File: src/rtl/bsg_mac_issue_ctrl.sv
// rtl/bsg_mac_issue_ctrl.sv - credit-based issue controller for a fixed-latency MAC datapath
// Optional completed-operation counter: define BSG_MAC_ISSUE_CTRL_OPS_CNT_EN.
module bsg_mac_issue_ctrl #(
  parameter int width_p = 32,
  parameter int lat_p   = 1,
  parameter int els_p   = 2
) (
  input  logic                   clk_i,
  input  logic                   reset_i,
  input  logic                   v_i,
  input  logic [width_p-1:0]     a_i,
  input  logic [width_p-1:0]     b_i,
  input  logic [2*width_p-1:0]   c_i,
  output logic                   ready_o,
  output logic [width_p-1:0]     dp_a_o,
  output logic [width_p-1:0]     dp_b_o,
  output logic [2*width_p-1:0]   dp_c_o,
  input  logic [2*width_p-1:0]   dp_s_i,
  output logic                   v_o,
  output logic [2*width_p-1:0]   s_o,
  input  logic                   yumi_i,
  output logic [31:0]            ops_o
);

  localparam int ptr_w = (els_p > 1) ? $clog2(els_p) : 1;
  localparam int cnt_w = $clog2(els_p + 1);

  logic [lat_p-1:0]       pipe_q, pipe_d;
  logic [cnt_w-1:0]       occ_q, occ_d;
  logic [ptr_w-1:0]       head_q, head_d, tail_q, tail_d;
  logic [2*width_p-1:0]   mem_q [els_p];
  logic [31:0]            used;
  logic                   accept, push, pop;

  function automatic logic [ptr_w-1:0] ptr_inc(input logic [ptr_w-1:0] p);
    return (p == ptr_w'(els_p - 1)) ? '0 : p + ptr_w'(1);
  endfunction

  assign dp_a_o = a_i;
  assign dp_b_o = b_i;
  assign dp_c_o = c_i;

  // Every set in the pipe owns a buffer slot, so the push can never overflow.
  always_comb begin
    used = 32'(occ_q);
    for (int i = 0; i < lat_p; i++) begin
      used = used + 32'(pipe_q[i]);
    end
  end

  assign ready_o = ~reset_i & (used < 32'(els_p));
  assign accept  = v_i & ready_o;
  assign push    = pipe_q[lat_p-1];
  assign v_o     = (occ_q != '0);
  assign pop     = yumi_i & v_o;
  assign s_o     = mem_q[head_q];

  always_comb begin
    pipe_d    = '0;
    pipe_d[0] = accept;
    for (int i = 1; i < lat_p; i++) begin
      pipe_d[i] = pipe_q[i-1];
    end
    occ_d  = occ_q + cnt_w'(push) - cnt_w'(pop);
    head_d = pop  ? ptr_inc(head_q) : head_q;
    tail_d = push ? ptr_inc(tail_q) : tail_q;
  end

  always_ff @(posedge clk_i) begin
    if (reset_i) begin
      pipe_q <= '0;
      occ_q  <= '0;
      head_q <= '0;
      tail_q <= '0;
    end else begin
      pipe_q <= pipe_d;
      occ_q  <= occ_d;
      head_q <= head_d;
      tail_q <= tail_d;
    end
  end

  always_ff @(posedge clk_i) begin
    if (!reset_i && push) begin
      mem_q[tail_q] <= dp_s_i;
    end
  end

`ifdef BSG_MAC_ISSUE_CTRL_OPS_CNT_EN
  logic [31:0] ops_q;

  always_ff @(posedge clk_i) begin
    if (reset_i) begin
      ops_q <= '0;
    end else if (pop) begin
      ops_q <= ops_q + 32'd1;
    end
  end

  assign ops_o = ops_q;
`else
  assign ops_o = '0;
`endif

`ifndef SYNTHESIS
  always @(posedge clk_i) begin
    if (!reset_i && yumi_i && !v_o) begin
      $error("bsg_mac_issue_ctrl: yumi_i asserted while v_o=0");
    end
  end
`endif

endmodule

File: config.mk
export PLATFORM = sky130hd
export DESIGN_NAME = bsg_mac_issue_ctrl
export DESIGN_NICKNAME = d
export VERILOG_FILES = /design/src/rtl/bsg_mac_issue_ctrl.sv
export SDC_FILE = /design/constraint.sdc
export NUM_CORES = 1
export LEC_CHECK = 0
export ABC_CLOCK_PERIOD_IN_PS = 14500
export CAP_MARGIN = 40
export CELL_PAD_IN_SITES_DETAIL_PLACEMENT = 0
export CELL_PAD_IN_SITES_GLOBAL_PLACEMENT = 2
export CORE_AREA = 3 3 168 170
export CTS_BUF_LIST = sky130_fd_sc_hd__clkbuf_8
export DETAILED_ROUTE_END_ITERATION = 6
export DIE_AREA = 0 0 171 173
export PLACE_DENSITY = 0.89
export SLEW_MARGIN = 20
export SYNTH_ARGS = -nofsm -noshare
export SYNTH_HDL_FRONTEND = slang
export SYNTH_SLANG_ARGS = --single-unit
export TNS_END_PERCENT = 5
File: constraint.sdc
create_clock -name clk_i -period 14.5 [get_ports clk_i]
set_input_delay 2.9 -clock clk_i [delete_from_list [all_inputs] [get_ports clk_i]]
set_output_delay 2.9 -clock clk_i [all_outputs]
set_load 0.01 [all_outputs]
==> flow_summary.ini <==
[worst_setup_path]
cpPeakStageDelay_ns = 0.59
crit_top_cell = clkdlybuf4s50_1
r2r-start = pipe_q$_SDFF_PP0_
r2r_cells = 3
critPathKind = in2out
critPathSlowestCell = clkdlybuf4s50_1
crit_fanout = 8
end_kind = output port
crit_required_ns = 11.60
reg2reg_to = mem_q[1][21]$_DFFE_PP_
critPathLaunchType = primary input
rrSetupSlack_ns = 12.87
critical_path_arrival_ns = 4.33
crit_chain = clkdlybuf4s50_1 > a211oi_1 > clkdlybuf4s50_1

[finish]
finalNetCount = 605
finalInstanceArea_mm2 = 0.00755
antenna_cells = 0
syn2layout_area_growth_pct = 17.9
nFillCells = 2688
drive_above_1_share_pct = 25.2
multi_input_area_mm2 = 0.00122
regArea_mm2 = 0.00397

[detailed_routing]
ant_nets = 0
drc = 0
drt_iter0_drc = 159
routedWlPerCell_um = 16.3
drt-pass1-iter-count = 4
vias_per_cell = 3.70
routed_wl_um = 12400
vias = 2818

[synthesis]
yosysTopAreaCell = edfxtp_1
synthArstFlopShare_pct = 0
synth_seq_area_share_pct = 61.9
synth.cell_area_mm2 = 0.00640
synth_most_common_cell = buf_4
synthCells = 385
ys_types = 20
syn_area_per_cell_um2 = 16.6
ys_top_cells_by_area = edfxtp_1 (60%), buf_4 (19%), mux2_4 (14%), buf_12 (1.9%), dfxtp_1 (1.9%)
synth-main-ff-cell = edfxtp_1
synth_top_area_share_pct = 60.1
yosys_register_bits = 134
synth_enable_flop_cells = 128
ys_top_cells_by_count = buf_4 (160), edfxtp_1 (128), mux2_4 (60)
ys_warn_count = 0

[clock_tree]
h-tree-depth = 4
clk_latency_ns = 0.42
cts_buffers = 17
clk_pin_slew_ns = 0.08
cts_sinks = 134
cts.path.max_buffers = 2
postCtsSetupBuffers = 0
ctsResizeCount = 0
tritoncts = yes
clock-root-buffer = clkbuf_8
cts_hold_buffers = 0

[sta]
rsz0062_at_grt = false
period_minus_slack_ns = 7.23
finalSetupViolCount = 0
fin_crit_sh_pct = 49.8
clock_skew_ns = 0.0154
finalHoldViolCount = 0
tns_ns = 0
max_freq_ghz = 0.138
slew_violations = 0

[floorplanning]
die_area_mm2 = 0.0296
core-area_mm2 = 0.0269
rows = 60
start_util_pct = 23.8
ioPinCount = 422
die_x_um = 171
die_y_um = 173

[place]
gp_congestion = 0.684
port_buffers = 133
dpl_cell_area_mm2 = 0.00706
dp_hpwl_um = 8950

[job]
drv_cap = 0

[hold_path]
hp-class = reg2reg
hold_depth = 2
min_from = tail_q$_SDFFE_PP0P_
min_to = tail_q$_SDFFE_PP0P_

[global_route]
grt.total_usage_pct = 8.02
grt_max_degree = 42
grt_pass1_wl_um = 17800
grt_remaining_overflow = 0
grt_pass1_vias = 2974
antenna_found_initial = 0

[power_and_ir_drop]
vdd_drop_max_mv = 0.0511
p_leak_nw = 2.65
p_per_area_mw_per_mm2 = 148

[status]
run_status = finished clean
## worst max path at each step
| stage | start | end | slack (ns) |
|---|---|---|---|
| after floorplan | reset_i | mem_q[0][0]$_DFFE_PP_ | 6.37 |
| after global placement | reset_i | ready_o | 7.29 |
| after detailed placement | reset_i | ready_o | 7.24 |
| after CTS | reset_i | ready_o | 7.24 |
| after global routing | reset_i | ready_o | 7.21 |
| final | reset_i | ready_o | 7.27 |
## per-layer routing
metal	vias up	GRT usage, %	share of wire, %
met4	2	4.69	4.0
met1	1331	8.27	36
met3	68	4.89	13
met2	199	12.3	47
li1	1218	-	-
met5	-	1.17	0.37
## stage by stage
step	utilization (%)	total power, mW	hold WS [ns]	setup slack (ns)	std cells
final	28.1	1.11	0.561	7.27	761
after global routing	28.1	1.17	0.616	7.21	761
after CTS	28.1	1.13	0.571	7.24	761
after detailed placement	26.3	0.751	0.546	7.24	729
after global placement	25.9	0.742	0.530	7.29	726
after floorplan	-	0.684	0.500	6.37	416
## critical path, delay by kind of cell
family | cells | cell delay, ns
compound gates | 1 | 0.28
buf+inv | 2 | 1.14
## power breakdown
group,internal [mW],switching [mW]
Combinational,0.173,0.100
Clock,0.231,0.146
Sequential,0.447,0.0168
## flip-flops by register name, summed over array words and instances (netlist names), named ones only
signal and cells:
head_q 1, mem_q 128, occ_q 2, pipe_q 1, tail_q 1
## cell families (layout without fill, tap and decap cells)
logic type      Yosys count  count (layout)  share of synthesized area (%)
simple gates              9               9                          0.821
other cells               1              32                         0.0586
xor+xnor                  2               2                          0.489
buf+inv                 169             173                           20.9
compound gates            2               2                          0.235
flops                   134             134                           61.9
fa+ha+maj                 2               2                          0.391
mux                      66              66                           15.1
## layout by cell type (no fill, tap or decap), types with 4 or more instances in the layout
cell type and instances:
clkdlybuf4s50_1 133, mux2_4 60, inv_1 4, conb_1 32, dfxtp_1 5, bufinv_16 6, clkbuf_8 19, mux2_2 6
edfxtp_1 128, clkinv_4 4
## area by class of cell
type / instances / area share (%)
multi-input combinational: 113 / 16.1
clock inverter: 13 / 3.05
inverter: 2 / 0.0995
clock buffer: 19 / 3.46
sequential: 134 / 52.6
tap: 341 / 5.65
timing repair buffer: 139 / 19.0
Note: power is estimated with default switching activity, not from simulation.
